## src/rtl/fix_pkg.sv

```systemverilog
// Shared types and constants for the FIX transmit packer.
// Word lanes are numbered from the MSB: lane 0 is [63:56].
package fix_pkg;

    localparam int BYTE_W = 8;
    localparam int WORD_W = 64;
    localparam int LANES  = WORD_W / BYTE_W;

    localparam logic [BYTE_W-1:0] SOH = 8'h01;

    typedef logic [BYTE_W-1:0] byte_t;

    typedef enum logic [1:0] {
        IDLE,
        BODY,
        DROP
    } state_t;

    typedef struct packed {
        logic [WORD_W-1:0] data;
        logic              sop;
        logic              eop;
        logic [2:0]        empty;
        logic              err;
    } word_t;

endpackage

```

## src/rtl/fix_tx_packer_if.sv

```systemverilog
// Byte-FIFO read side and packet-stream side of the FIX transmit packer.
// The master modport is the packer; the slave modport is its environment.
interface fix_tx_packer_if #(
    parameter int CNT_W = 16
);
    logic             rd_empty_i;
    logic [7:0]       rd_data_i;
    logic             rd_eom_i;
    logic             rd_error_i;
    logic             readreq_o;
    logic             start_pkt_o;
    logic             end_pkt_o;
    logic             valid_o;
    logic             ready_i;
    logic [63:0]      packet_o;
    logic [2:0]       empty_o;
    logic             error_o;
    logic [CNT_W-1:0] msg_count_o;

    modport master (
        input  rd_empty_i, rd_data_i, rd_eom_i, rd_error_i,
        input  ready_i,
        output readreq_o, start_pkt_o, end_pkt_o, valid_o,
        output packet_o, empty_o, error_o, msg_count_o
    );

    modport slave (
        output rd_empty_i, rd_data_i, rd_eom_i, rd_error_i,
        output ready_i,
        input  readreq_o, start_pkt_o, end_pkt_o, valid_o,
        input  packet_o, empty_o, error_o, msg_count_o
    );

endinterface

```

## src/rtl/fix_st_out_reg.sv

```systemverilog
// Output stage: one word with valid/ready, held stable while stalled.
module fix_st_out_reg
    import fix_pkg::*;
(
    input  logic  clk,
    input  logic  rst,
    input  logic  i_load,
    input  word_t i_word,
    input  logic  i_ready,
    output logic  o_valid,
    output word_t o_word,
    output logic  o_can_load
);

    logic  r_valid;
    word_t r_word;

    assign o_can_load = ~r_valid | i_ready;
    assign o_valid    = r_valid;
    assign o_word     = r_word;

    always_ff @(posedge clk or negedge rst) begin
        if (!rst) begin
            r_valid <= 1'b0;
            r_word  <= '0;
        end else if (i_load) begin
            r_valid <= 1'b1;
            r_word  <= i_word;
        end else if (i_ready) begin
            r_valid <= 1'b0;
        end
    end

endmodule

```

## src/rtl/fix_tx_packer.sv

```systemverilog
// Packs FIX message bytes from a read-latency-1 FIFO into 64-bit words,
// truncating over-long messages and flagging FIFO errors per packet.
module fix_tx_packer
    import fix_pkg::*;
#(
    parameter int MAX_MSG_BYTES = 1024,
    parameter int CNT_W         = 16
) (
    input logic             clk,
    input logic             rst,
    fix_tx_packer_if.master bus
);

    localparam int BC_W = $clog2(MAX_MSG_BYTES + 1);

    state_t            r_state, w_state_nx;
    logic              r_live, r_pend;
    logic              r_skid_v, r_skid_eom;
    byte_t             r_skid_d;
    logic [WORD_W-1:0] r_asm_data, w_asm_nx;
    logic [2:0]        r_lane, r_asm_empty;
    logic              r_asm_done, r_asm_sop;
    logic              r_asm_eop, r_asm_err;
    logic [BC_W-1:0]   r_bcnt, w_cnt;
    logic              r_err, w_err_now;
    logic [CNT_W-1:0]  r_msg_cnt;
    logic              w_bv, w_eom, w_first;
    byte_t             w_b;
    logic              w_can_load, w_move, w_room;
    logic              w_take, w_rdreq, w_valid;
    logic              w_wr, w_end, w_trunc, w_cmp;
    word_t             w_word_in, w_out;

    // The skid byte always has priority over the FIFO return path.
    assign w_bv      = r_skid_v | r_pend;
    assign w_b       = r_skid_v ? r_skid_d : bus.rd_data_i;
    assign w_eom     = r_skid_v ? r_skid_eom : bus.rd_eom_i;
    assign w_move    = r_asm_done & w_can_load;
    assign w_room    = ~r_asm_done | w_move;
    assign w_take    = w_bv & ((r_state == DROP) | w_room);
    assign w_rdreq   = r_live & ~bus.rd_empty_i & ~r_skid_v & w_room;
    assign w_first   = (r_state == IDLE);
    assign w_cnt     = w_first ? BC_W'(1) : r_bcnt + BC_W'(1);
    assign w_err_now = r_err | ((r_state == BODY) & bus.rd_error_i);

    always_comb begin
        w_state_nx = r_state;
        w_wr       = 1'b0;
        w_end      = 1'b0;
        w_trunc    = 1'b0;
        w_cmp      = 1'b0;
        w_asm_nx   = (r_lane == 3'd0) ? '0 : r_asm_data;
        w_asm_nx[(7 - int'(r_lane)) * 8 +: 8] = w_b;
        unique case (r_state)
            IDLE, BODY: begin
                if (w_take) begin
                    w_wr       = 1'b1;
                    w_end      = w_eom | (w_cnt == BC_W'(MAX_MSG_BYTES));
                    w_trunc    = w_end & ~w_eom;
                    w_cmp      = w_end | (r_lane == 3'd7);
                    w_state_nx = w_eom ? IDLE : (w_trunc ? DROP : BODY);
                end
            end
            DROP: begin
                if (w_take & w_eom) w_state_nx = IDLE;
            end
            default: w_state_nx = IDLE;
        endcase
    end

    always_ff @(posedge clk or negedge rst) begin
        if (!rst) r_state <= IDLE;
        else      r_state <= w_state_nx;
    end

    always_ff @(posedge clk or negedge rst) begin
        if (!rst) begin
            r_live      <= 1'b0;
            r_pend      <= 1'b0;
            r_skid_v    <= 1'b0;
            r_skid_d    <= '0;
            r_skid_eom  <= 1'b0;
            r_asm_data  <= '0;
            r_lane      <= '0;
            r_asm_done  <= 1'b0;
            r_asm_sop   <= 1'b0;
            r_asm_eop   <= 1'b0;
            r_asm_err   <= 1'b0;
            r_asm_empty <= '0;
            r_bcnt      <= '0;
            r_err       <= 1'b0;
            r_msg_cnt   <= '0;
        end else begin
            r_live <= 1'b1;
            r_pend <= w_rdreq;
            if (w_take & r_skid_v) begin
                r_skid_v <= 1'b0;
            end else if (r_pend & ~w_take) begin
                r_skid_v   <= 1'b1;
                r_skid_d   <= bus.rd_data_i;
                r_skid_eom <= bus.rd_eom_i;
            end
            if (w_wr) begin
                r_asm_data <= w_asm_nx;
                r_lane     <= w_cmp ? 3'd0 : r_lane + 3'd1;
                r_bcnt     <= w_cnt;
                if (r_lane == 3'd0) r_asm_sop <= w_first;
                if (w_cmp) begin
                    r_asm_eop   <= w_end;
                    r_asm_err   <= w_end & (w_err_now | w_trunc);
                    r_asm_empty <= 3'd7 - r_lane;
                end
            end
            r_asm_done <= w_wr ? w_cmp : (r_asm_done & ~w_move);
            // The end word carries the error away; the next packet starts clean.
            r_err <= (w_wr & w_end) ? 1'b0 : w_err_now;
            if (w_valid & bus.ready_i & w_out.eop)
                r_msg_cnt <= r_msg_cnt + 1'b1;
        end
    end

    assign w_word_in = '{
        data:  r_asm_data,
        sop:   r_asm_sop,
        eop:   r_asm_eop,
        empty: r_asm_empty,
        err:   r_asm_err
    };

    fix_st_out_reg u_out (
        .clk        (clk),
        .rst        (rst),
        .i_load     (w_move),
        .i_word     (w_word_in),
        .i_ready    (bus.ready_i),
        .o_valid    (w_valid),
        .o_word     (w_out),
        .o_can_load (w_can_load)
    );

    assign bus.readreq_o   = w_rdreq;
    assign bus.valid_o     = w_valid;
    assign bus.packet_o    = w_out.data;
    assign bus.start_pkt_o = w_out.sop;
    assign bus.end_pkt_o   = w_out.eop;
    assign bus.empty_o     = w_out.empty;
    assign bus.error_o     = w_out.err;
    assign bus.msg_count_o = r_msg_cnt;

endmodule

```

## src/flat_wrapper.sv

```systemverilog
// flat-port wrapper written by rule: the top's interface ports become plain ports
module fix_tx_packer_flat import fix_pkg::*;
#(
    parameter int MAX_MSG_BYTES = 1024,
    parameter int CNT_W         = 16
)
  (clk, rst, bus_rd_empty_i, bus_rd_data_i, bus_rd_eom_i, bus_rd_error_i, bus_ready_i, bus_readreq_o, bus_start_pkt_o, bus_end_pkt_o, bus_valid_o, bus_packet_o, bus_empty_o, bus_error_o, bus_msg_count_o);
  fix_tx_packer_if #(.CNT_W(CNT_W)) bus_i ();
  input logic clk;
  input logic rst;
  input wire logic [$bits(bus_i.rd_empty_i)-1:0] bus_rd_empty_i;
  input wire logic [$bits(bus_i.rd_data_i)-1:0] bus_rd_data_i;
  input wire logic [$bits(bus_i.rd_eom_i)-1:0] bus_rd_eom_i;
  input wire logic [$bits(bus_i.rd_error_i)-1:0] bus_rd_error_i;
  input wire logic [$bits(bus_i.ready_i)-1:0] bus_ready_i;
  output wire logic [$bits(bus_i.readreq_o)-1:0] bus_readreq_o;
  output wire logic [$bits(bus_i.start_pkt_o)-1:0] bus_start_pkt_o;
  output wire logic [$bits(bus_i.end_pkt_o)-1:0] bus_end_pkt_o;
  output wire logic [$bits(bus_i.valid_o)-1:0] bus_valid_o;
  output wire logic [$bits(bus_i.packet_o)-1:0] bus_packet_o;
  output wire logic [$bits(bus_i.empty_o)-1:0] bus_empty_o;
  output wire logic [$bits(bus_i.error_o)-1:0] bus_error_o;
  output wire logic [$bits(bus_i.msg_count_o)-1:0] bus_msg_count_o;
  assign bus_i.rd_empty_i = bus_rd_empty_i;
  assign bus_i.rd_data_i = bus_rd_data_i;
  assign bus_i.rd_eom_i = bus_rd_eom_i;
  assign bus_i.rd_error_i = bus_rd_error_i;
  assign bus_i.ready_i = bus_ready_i;
  assign bus_readreq_o = bus_i.readreq_o;
  assign bus_start_pkt_o = bus_i.start_pkt_o;
  assign bus_end_pkt_o = bus_i.end_pkt_o;
  assign bus_valid_o = bus_i.valid_o;
  assign bus_packet_o = bus_i.packet_o;
  assign bus_empty_o = bus_i.empty_o;
  assign bus_error_o = bus_i.error_o;
  assign bus_msg_count_o = bus_i.msg_count_o;
  fix_tx_packer #(.MAX_MSG_BYTES(MAX_MSG_BYTES), .CNT_W(CNT_W)) u_core (.clk(clk), .rst(rst), .bus(bus_i));
endmodule
```

## config.mk

```make
export PLATFORM = sky130hd
export DESIGN_NAME = fix_tx_packer_flat
export DESIGN_NICKNAME = d
export VERILOG_FILES = /design/src/rtl/fix_pkg.sv /design/src/rtl/fix_tx_packer_if.sv /design/src/rtl/fix_st_out_reg.sv /design/src/rtl/fix_tx_packer.sv /design/src/flat_wrapper.sv
export SDC_FILE = /design/constraint.sdc
export NUM_CORES = 1
export LEC_CHECK = 0
export ABC_AREA = 1
export CORE_UTILIZATION = 55
export CTS_CLUSTER_SIZE = 24
export DETAILED_ROUTE_END_ITERATION = 10
export GPL_TIMING_DRIVEN = 0
export PLACE_DENSITY = 0.8
export SLEW_MARGIN = 5
export SYNTH_ARGS = -nofsm -noshare
export SYNTH_HDL_FRONTEND = slang
export SYNTH_SLANG_ARGS = --single-unit
```

## constraint.sdc

```tcl
create_clock -name clk -period 2.55 [get_ports clk]
set_clock_uncertainty 0.05 [all_clocks]
set_input_delay 0.3825 -clock clk [delete_from_list [all_inputs] [get_ports clk]]
set_output_delay 0.3825 -clock clk [all_outputs]
set_load 0.05 [all_outputs]
```

* Word level (Yosys, flattened, before mapping)
Cells that the tools add are included.
** Cells by class
- $add $sub $neg :: 6
- Equality and inequality tests :: 6
- Shift operators :: 2
- Multiplexer cells :: 25
- Bitwise gates (word level) :: 31
- Reduce and logical (&&, ||, !) cells :: 9
** Operators by type and width (count)
- $bwmux W64 :: 1
- $mux W64 :: 1
- $shift A8 B33 Y64 const A :: 1
- $shiftx A8 B33 Y64 :: 1
- $neg A32 Y33 :: 1
- $add A16 B1 Y16 const B :: 1
- $and A1 B1 Y1 :: 15
- $mux W1 :: 15
- $add A11 B1 Y11 const B :: 1
- $eq A11 B11 Y1 const B :: 1
- $mux W11 :: 1
- $mux W2 :: 4
- $mux W8 :: 1
- $not A1 Y1 :: 8
- $or A1 B1 Y1 :: 8
- $reduce_and A2 Y1 :: 4
- $pmux W2 S2 :: 1
- $reduce_bool A2 Y1 :: 2
- $sub A3 B3 Y4 const A :: 1
- $add A3 B1 Y3 const B :: 1
- $eq A3 B3 Y1 const B :: 1
- $logic_not A3 Y1 :: 1
- $mux W3 :: 1
- $sub A3 B3 Y3 const A :: 1
- other kinds (6) :: 6
** Word-level totals
- Register bits after elaboration :: 187
- Output and inout bits :: 88

* Longest topological paths before layout
Gate-level depths: netlist (run 1).
- Word-level depth :: 10
- Mapped depth :: 14

* Hierarchy
A second synthesis (run 1) with hierarchy kept.
** Unflattened totals
- Cell total of the unflattened synthesis :: 872
- Area, all modules :: 7888.8 um^2
** By module, submodules not included
- fix_tx_packer :: times used 1, cells an instance 572, area each 5180.0 um^2, sequential area each 2902.8 um^2
- fix_st_out_reg :: times used 1, cells an instance 300, area each 2708.8 um^2, sequential area each 1776.7 um^2

* Worst setup path after synthesis (run 1)
Ideal clock, no wire load.
- Path kind :: reg-to-output
- Start point :: register u_core.r_skid_v
- End point :: output bus_readreq_o
- Arrival :: 2.345 ns
- Data required time :: 2.118 ns
- Path slack :: -0.227 ns
- Cell stages (with the launch flop) :: 4
- Path buffers :: 2
- Cells stage by stage :: dfrtp_1 -> clkbuf_1 -> buf_2 -> nor4_1
** On the way
- Cells in the longest elaborated chain, start to end :: 3
** RTL lines
- start: declaration :: line fix_tx_packer.sv:18 : logic r_skid_v, r_skid_eom;
- start signal: assignment :: line fix_tx_packer.sv:80 : r_skid_v <= 1'b0;
- start signal: assignment :: line fix_tx_packer.sv:97 : r_skid_v <= 1'b0;
- start signal: assignment :: line fix_tx_packer.sv:99 : r_skid_v <= 1'b1;
- $not A1 Y1 :: line fix_tx_packer.sv:41 : assign w_rdreq = r_live & ~bus.rd_empty_i & ~r_skid_v & w_room;
- $and A1 B1 Y1 (2 in series) :: line fix_tx_packer.sv:41
- end: declaration :: line flat_wrapper.sv:16 : output wire logic [$bits(bus_i.readreq_o)-1:0] bus_readreq_o;
Every way passes these cells.

* Worst setup path in the final report (run 1)
- Start point :: register u_core.r_lane[0]
- End point :: register u_core.r_asm_data[11]
** On the way
- Cells in the longest elaborated chain, start to end :: 4
- Elaborated cells on any way between the ends :: 7
- Those cells by class :: 2 x add/sub; 2 x shift; 2 x mux; 1 x reduce/logical
** RTL lines
- start: declaration :: line fix_tx_packer.sv:21 : logic [2:0] r_lane, r_asm_empty;
- start signal: assignment :: line fix_tx_packer.sv:105 : r_lane <= w_cmp ? 3'd0 : r_lane + 3'd1;
- $sub A3 B3 Y4 :: line fix_tx_packer.sv:53 : w_asm_nx[(7 - int'(r_lane)) * 8 +: 8] = w_b;
- $neg A32 Y33 :: line fix_tx_packer.sv:53
- $shiftx A8 B33 Y64 or $shift A8 B33 Y64 (tied branches) :: line fix_tx_packer.sv:53
- $bwmux W64 * :: line fix_tx_packer.sv:53
- end signal: assignment :: line fix_tx_packer.sv:104 : r_asm_data <= w_asm_nx;
- end: declaration :: line fix_tx_packer.sv:20 : logic [WORD_W-1:0] r_asm_data, w_asm_nx;
Mark *: on every way between the ends. The rest lies on a longest branch, timed or not.
A chain may end at the register's enable or synchronous reset.

==> results.py, run 1 <==
metrics = {
    "sta": {
        "setup_violations": 0,
        "slew_headroom_pct": 39.5,
        "setup_slack_ns": 0.0710,
        "tightest_slew_ns": 0.900,
        "setup_tns_ns": 0,
        "rsz0062_at_grt": "yes",
        "final_hold_viol_count": 0,
        "min_period_ns": 2.48,
        "slew_violations": 0,
        "hold_slack_ns": 0.413,
        "finalCritPeriodShare_pct": 97.2,
        "fmax_ghz": 0.403,
    },
    "synthesis": {
        "synth_area_leaders": "dfrtp_1, nand2_1, o21ai_0, inv_1, o22ai_1",
        "synth_most_common_cell": "dfrtp_1",
        "synth_flop_cell": "dfrtp_1",
        "yosysTopAreaCell": "dfrtp_1",
        "netlist_area_mm2": 0.00757,
        "synth_top_area_share_pct": 61.8,
        "ys_ff_latch": 187,
        "synth_nets": 812,
        "synth_common_cells": "dfrtp_1, nand2_1, o21ai_0, inv_1, nand3_1",
        "yosys_warnings": 0,
        "synth_cell_types": 36,
        "synth_edf_count": 0,
        "synthCells": 793,
        "avgSynthCellArea_um2": 9.55,
        "async_flop_share_pct": 100,
        "ys_seq_area_share_pct": 61.8,
    },
    "detailed_routing": {
        "antenna_left": 0,
        "first_pass_iters": 7,
        "avgRoutedWirePerCell_um": 15.9,
        "vias_per_cell": 5.49,
        "via_count": 6048,
        "drc": 0,
        "drt_first_iter_violations": 466,
        "routed_wl_um": 17500,
    },
    "placement": {
        "gp_congestion": 0.878,
        "port_buffers": 101,
        "post-place-ws_ns": -0.144,
        "hpwl_um": 11700,
        "post_dp_cell_area_mm2": 0.00884,
    },
    "global_routing": {
        "first_global_vias": 5660,
        "gr-total-overflow": 0,
        "grt_pass1_wl_um": 28500,
        "antenna_found_initial": 0,
        "grt_max_degree": 98,
        "grt_usage_pct": 25.9,
    },
    "run": {
        "maxCapViolCount": 0,
    },
    "critical_path": {
        "critPathCaptureType": "flip-flop",
        "worstPathRequired_ns": 2.79,
        "path_max_fanout": 10,
        "r2r-start": "u_core.r_lane[0]",
        "critPathKind": "reg2reg",
        "reg2reg_depth": 8,
        "r2r_end": "u_core.r_asm_data[11]",
        "startpoint_type": "flip-flop",
        "cp_data_arrival_time_ns": 2.72,
        "r2r_slack_ns": 0.07,
    },
    "final_layout": {
        "layout-drive-gt1-share_pct": 6.49,
        "utilization_pct": 70.7,
        "fin_area_mm2": 0.00944,
        "num_antenna_cells": 0,
        "final_nets": 934,
        "area_growth_pct": 24.7,
    },
    "floorplan": {
        "fp-row-count": 42,
        "die_x_um": 119,
        "die_h_um": 119,
        "start_util_pct": 56.7,
        "coreArea_mm2": 0.0133,
        "dieArea_mm2": 0.0142,
        "io-pin-count": 102,
    },
    "clock_tree": {
        "clk_pin_slew_ns": 0.06,
        "htree_levels": 4,
        "root_buffer": "clkbuf_16",
        "clkLatencyLatePin_ns": 0.42,
        "cts_max_path_buffers": 2,
        "cts_buffers": 17,
        "cts_tree": "built",
        "cts.sinks": 187,
    },
    "worst_hold_path": {
        "holdCritPathClass": "reg2reg",
        "hold_end": "u_core.bus.msg_count_o[15]",
        "worstHoldStart": "u_core.bus.msg_count_o[15]",
        "min_path_cells": 1,
    },
    "pwr": {
        "power_density_mw_per_mm2": 1250,
        "vdd_ir_drop_max_mv": 0.770,
        "p_leak_nw": 4.35,
    },
    "status": {
        "status": "finished, final reports clean",
    },
}
## worst max-delay path by stage
| stage | startpoint | end | slack, ns | cells after the start |
|---|---|---|---|---|
| 5_1_grt | u_core.r_lane[0] | u_core.r_asm_data[57] | -0.03 | 7 |
| 2_1_floorplan | u_core.r_skid_v | bus_readreq_o | 0.38 | 3 |
| 4_1_cts | u_core.r_lane[0] | u_core.r_asm_data[11] | 0.05 | 8 |
| 6_report | u_core.r_lane[0] | u_core.r_asm_data[11] | 0.07 | 8 |
| 3_3_place_gp | rst | u_core.u_out.o_word[63] | -6.43 | 1 |
| 3_5_place_dp | bus_ready_i | u_core.r_asm_data[57] | -0.14 | 10 |
## cells by family after synthesis
kind of cell | Yosys count | synth area share [%]
AOI/OAI and AO/OA | 169 | 12.3
xor gates and xnor gates | 15 | 1.74
adders and majority gates | 5 | 0.826
buffers and inverters | 130 | 6.56
DFF | 187 | 61.8
muxes | 8 | 1.17
other | 1 | 0.0495
and+or+nand+nor | 278 | 15.6
## cells in the final DEF, fill, tap and decap left out, types with 2 or more instances in the layout
master	instances
xnor2_1	6
nor4_1	2
nand3_1	58
clkbuf_8	3
o21ai_0	106
mux2_2	7
nand2_1	158
clkinv_2	2
ha_1	5
dfrtp_1	187
bufinv_16	3
inv_1	100
nor2_1	42
inv_2	3
nor2_2	2
clkbuf_1	22
o22ai_1	48
o21ai_1	2
buf_2	5
nor3_1	2
nand3b_1	2
clkbuf_16	17
o21ai_2	2
xor2_1	9
nand4_1	2
a21oi_1	6
nand2_2	6
clkdlybuf4s50_1	99
## critical path: stages, from the launching register on
cell	delay [ns]
dfrtp_1	0.34
buf_2	0.22
inv_2	0.12
ha_1	0.37
inv_1	0.11
nor4_1	0.36
nand3_1	0.37
nand2_2	0.27
o22ai_1	0.12
## routing by layer
layer	up-vias	GRT usage [%]	wire length, um	share of wire (%)
li1	2839	-	-	-
met1	2950	37.4	7770	44
met2	228	39.4	8350	48
met3	31	4.50	1050	6.0
met4	0	10.2	334	1.9
met5	-	0	0	0
## power breakdown
| group | internal (mW) | switching [mW] | total [mW] |
|---|---|---|---|
| clock | 1.60 | 1.05 | 2.65 |
| sequential | 3.93 | 0.509 | 4.44 |
| combinational | 1.46 | 3.20 | 4.66 |
## stage by stage
| step | total power, mW | std cells |
|---|---|---|
| finish | 11.8 | 1101 |
| global route | 12.3 | 1101 |
| CTS | 11.8 | 1101 |
| detailed placement | 9.10 | 1071 |
| global placement | 8.99 | 1070 |
| floorplan | 7.47 | 793 |
## registers in the layout, summed over array words and instances (netlist names)
register                count
u_core.r_asm_data          64
u_core.r_state              2
u_core.r_skid_v             1
u_core.r_skid_eom           1
u_core.bus.msg_count_o     16
u_core.r_live               1
u_core.r_pend               1
u_core.r_bcnt              11
u_core.r_asm_eop            1
u_core.r_err                1
u_core.u_out.o_valid        1
u_core.r_asm_err            1
u_core.r_lane               3
u_core.r_asm_done           1
u_core.r_asm_sop            1
u_core.r_asm_empty          3
u_core.u_out.o_word        70
u_core.r_skid_d             8
## layout make-up
| type | instances | area, um2 |
|---|---|---|
| Sequential cell | 187 | 4680 |
| Fill cell | 1003 | 3910 |
| Multi-Input combinational cell | 476 | 2410 |
| Timing Repair Buffer | 103 | 1050 |
| Clock buffer | 22 | 474 |
| Inverter | 104 | 390 |
| Tap cell | 176 | 220 |
| Clock inverter | 7 | 116 |
| Buffer | 26 | 106 |
## repair_timing
item                       CTS  global route
hold buffers                 1             0
resized for setup            4             5
hold endpoints to repair    96             0
setup endpoints to repair    1            31
buffers inserted             0             0
(Power assumes the default switching activity.)
==> run 2, diff against run 1 <==
--- a/config.mk
+++ b/config.mk
@@ -6,11 +6,11 @@
 export NUM_CORES = 1
 export LEC_CHECK = 0
 export ABC_AREA = 1
-export CORE_UTILIZATION = 55
+export CORE_UTILIZATION = 59
 export CTS_CLUSTER_SIZE = 24
 export DETAILED_ROUTE_END_ITERATION = 10
 export GPL_TIMING_DRIVEN = 0
-export PLACE_DENSITY = 0.8
+export PLACE_DENSITY = 0.85
 export SLEW_MARGIN = 5
 export SYNTH_ARGS = -nofsm -noshare
 export SYNTH_HDL_FRONTEND = slang
==> constraint.sdc (replaced) <==
create_clock -name clk -period 3.2 [get_ports clk]
set_clock_uncertainty 0.05 [all_clocks]
set_input_delay 0.48 -clock clk [delete_from_list [all_inputs] [get_ports clk]]
set_output_delay 0.48 -clock clk [all_outputs]
set_load 0.05 [all_outputs]
==> run 2 against run 1 <==
  * Register-to-register slack better by 0.60 ns
  * Combinational power down 20%
  * Core utilization is 3.6 points higher
  * Global-route usage grew 2.8 points
  * First-iteration DRC count up 16%
  * Sequential cell count stayed put
  * Die area shrank 6.7%
  * Cell count decreased by 0.27%
  * Non-clock buffer count unchanged
  * Critical endpoint is now bus_readreq_o
==> results.py, run 2 (synthesis gave the netlist of run 1 again) <==
metrics = {
    "status": {
        "status": "finished, final reports clean",
    },
    "clock_tree": {
        "clk_pin_slew_ns": 0.06,
        "cts_tree": "built",
        "cts_max_path_buffers": 2,
        "postCtsSetupBuffers": 0,
        "root_buffer": "clkbuf_16",
        "htree_levels": 4,
        "cts.sinks": 187,
        "cts_buffers": 17,
        "clkLatencyLatePin_ns": 0.43,
    },
    "pwr": {
        "power_density_mw_per_mm2": 975,
        "p_leak_nw": 4.33,
        "internal_power_mw": 5.28,
        "clkPwrFrac_pct": 20.4,
        "power_switching_mw": 3.83,
        "vdd_ir_drop_max_mv": 0.823,
        "p_seq_share_pct": 38.8,
        "p_comb_share_pct": 40.8,
        "swShare_pct": 42.1,
    },
    "sta": {
        "min_period_ns": 2.67,
        "final_hold_viol_count": 0,
        "slew_violations": 0,
        "tightest_slew_ns": 0.927,
        "slew_headroom_pct": 37.7,
        "finalCritPeriodShare_pct": 83.3,
        "setup_violations": 0,
        "hold_slack_ns": 0.421,
        "rsz0062_at_grt": "no",
        "fmax_ghz": 0.375,
    },
    "critical_path": {
        "startpoint_type": "flip-flop",
        "reg2reg_depth": 8,
        "cp_data_arrival_time_ns": 2.14,
        "worstPathRequired_ns": 2.67,
        "crit_path_end": "bus_readreq_o",
        "critPathKind": "reg2out",
        "path_max_fanout": 10,
        "r2r_end": "u_core.r_asm_data[10]",
        "r2r-start": "u_core.r_lane[0]",
        "cp-startpoint": "u_core.r_skid_v",
        "critPathCaptureType": "output port",
        "r2r_slack_ns": 0.67,
    },
    "detailed_routing": {
        "antenna_left": 0,
        "avgRoutedWirePerCell_um": 15.9,
        "drc": 0,
        "first_pass_iters": 5,
        "vias_per_cell": 5.53,
        "drt_first_iter_violations": 539,
        "via_count": 6075,
        "routed_wl_um": 17400,
    },
    "floorplan": {
        "die_h_um": 115,
        "io-pin-count": 102,
        "start_util_pct": 60.2,
        "fp-row-count": 41,
        "die_x_um": 115,
        "coreArea_mm2": 0.0126,
        "dieArea_mm2": 0.0133,
    },
    "final_layout": {
        "final_nets": 934,
        "layout-drive-gt1-share_pct": 6.05,
        "multiInputGateArea_mm2": 0.00239,
        "final_common_cell": "dfrtp_1",
        "num_antenna_cells": 0,
        "layout_common_cells": "dfrtp_1, nand2_1, o21ai_0",
        "area_growth_pct": 23.5,
        "largest_reg_flops": 70,
        "fillers": 865,
        "utilization_pct": 74.4,
        "seq_area_mm2": 0.00468,
    },
    "global_routing": {
        "grt_pass1_wl_um": 28700,
        "grt_usage_pct": 28.8,
        "first_global_vias": 5764,
        "antenna_found_initial": 0,
        "gr-total-overflow": 0,
        "grt_max_degree": 107,
    },
    "worst_hold_path": {
        "holdCritPathClass": "reg2reg",
        "worstHoldStart": "u_core.bus.msg_count_o[15]",
    },
    "placement": {
        "port_buffers": 101,
        "hpwl_um": 12000,
        "gp_congestion": 0.878,
    },
    "run": {
        "maxCapViolCount": 0,
    },
}
==> run 2: changes by cell type in the layout (fill, tap and decap cells not counted) <==
cell,previous run,this run
clkinv_2,2,5
bufinv_16,3,0
nor4_1,2,3
inv_6,0,2
nand2_2,6,3
clkinvlp_4,1,2
clkbuf_8,3,0
dlymetal6s2s_1,0,1
buf_2,5,4
clkinv_4,1,2
nor4_2,1,0
nand2_1,158,161
==> run 2: through the flow <==
step / setup WS, ns / TNS (ns) / area (um2) / instances / power [mW]
floorplan: 0.325 / 0 / 7570 / 793 / 5.95
global placement: -5.76 / -1074.33 / 8800 / 1066 / 7.15
detailed placement: 0.318 / 0 / 8830 / 1067 / 7.26
CTS: 0.111 / 0 / 9350 / 1098 / 9.14
global route: 0.417 / 0 / 9350 / 1098 / 9.56
finish: 0.533 / 0 / 9350 / 1098 / 9.11
==> run 2: repair_timing <==
action | CTS | global route
hold buffers | 1 | 0
endpoints found under the setup margin | 0 | 1
endpoints found under the hold margin | 7 | 0
gates resized for setup | 0 | 1
==> run 2: power groups by stage <==
stage	clock, mW	sequential, mW	combinational, mW
floorplan	0	4.96	0.986
global placement	0	3.55	3.60
detailed placement	0	3.57	3.69
CTS	1.87	3.54	3.72
global route	1.96	3.63	3.97
finish	1.86	3.54	3.72
==> run 2: area by class of cell <==
class | instances | share of cell area, %
repair buffers | 103 | 11.3
inverters | 104 | 4.18
well taps | 172 | 2.30
flip-flops and latches | 187 | 50.1
plain buffers | 26 | 1.14
clock inverters | 11 | 0.803
multi-input cells | 476 | 25.6
clock buffers | 19 | 4.63
==> run 2: critical path, cell delays in order (launching register included) <==
cell            delay, ns
dfrtp_1              0.39
clkbuf_1             0.21
buf_2                0.24
nor4_1               0.39
dlymetal6s2s_1       0.48
==> run 2: worst min-delay path by stage <==
stage	slack, ns	end	depth (start not counted)
after floorplan	0.13	u_core.bus.msg_count_o[0]	0
after global placement	0.41	u_core.bus.msg_count_o[15]	1
after detailed placement	0.41	u_core.u_out.o_valid	2
after CTS	0.43	u_core.u_out.o_valid	2
after global routing	0.44	u_core.bus.msg_count_o[15]	1
final	0.42	u_core.bus.msg_count_o[15]	1
==> run 2: layer usage <==
layer  GRT usage (%)  up-vias  share of wire [%]
li1                -     2844                  -
met1            39.6     2949                 43
met2            45.7      241                 49
met3            5.27       41                5.8
met4            11.7        0                2.5
met5               0        -                  0
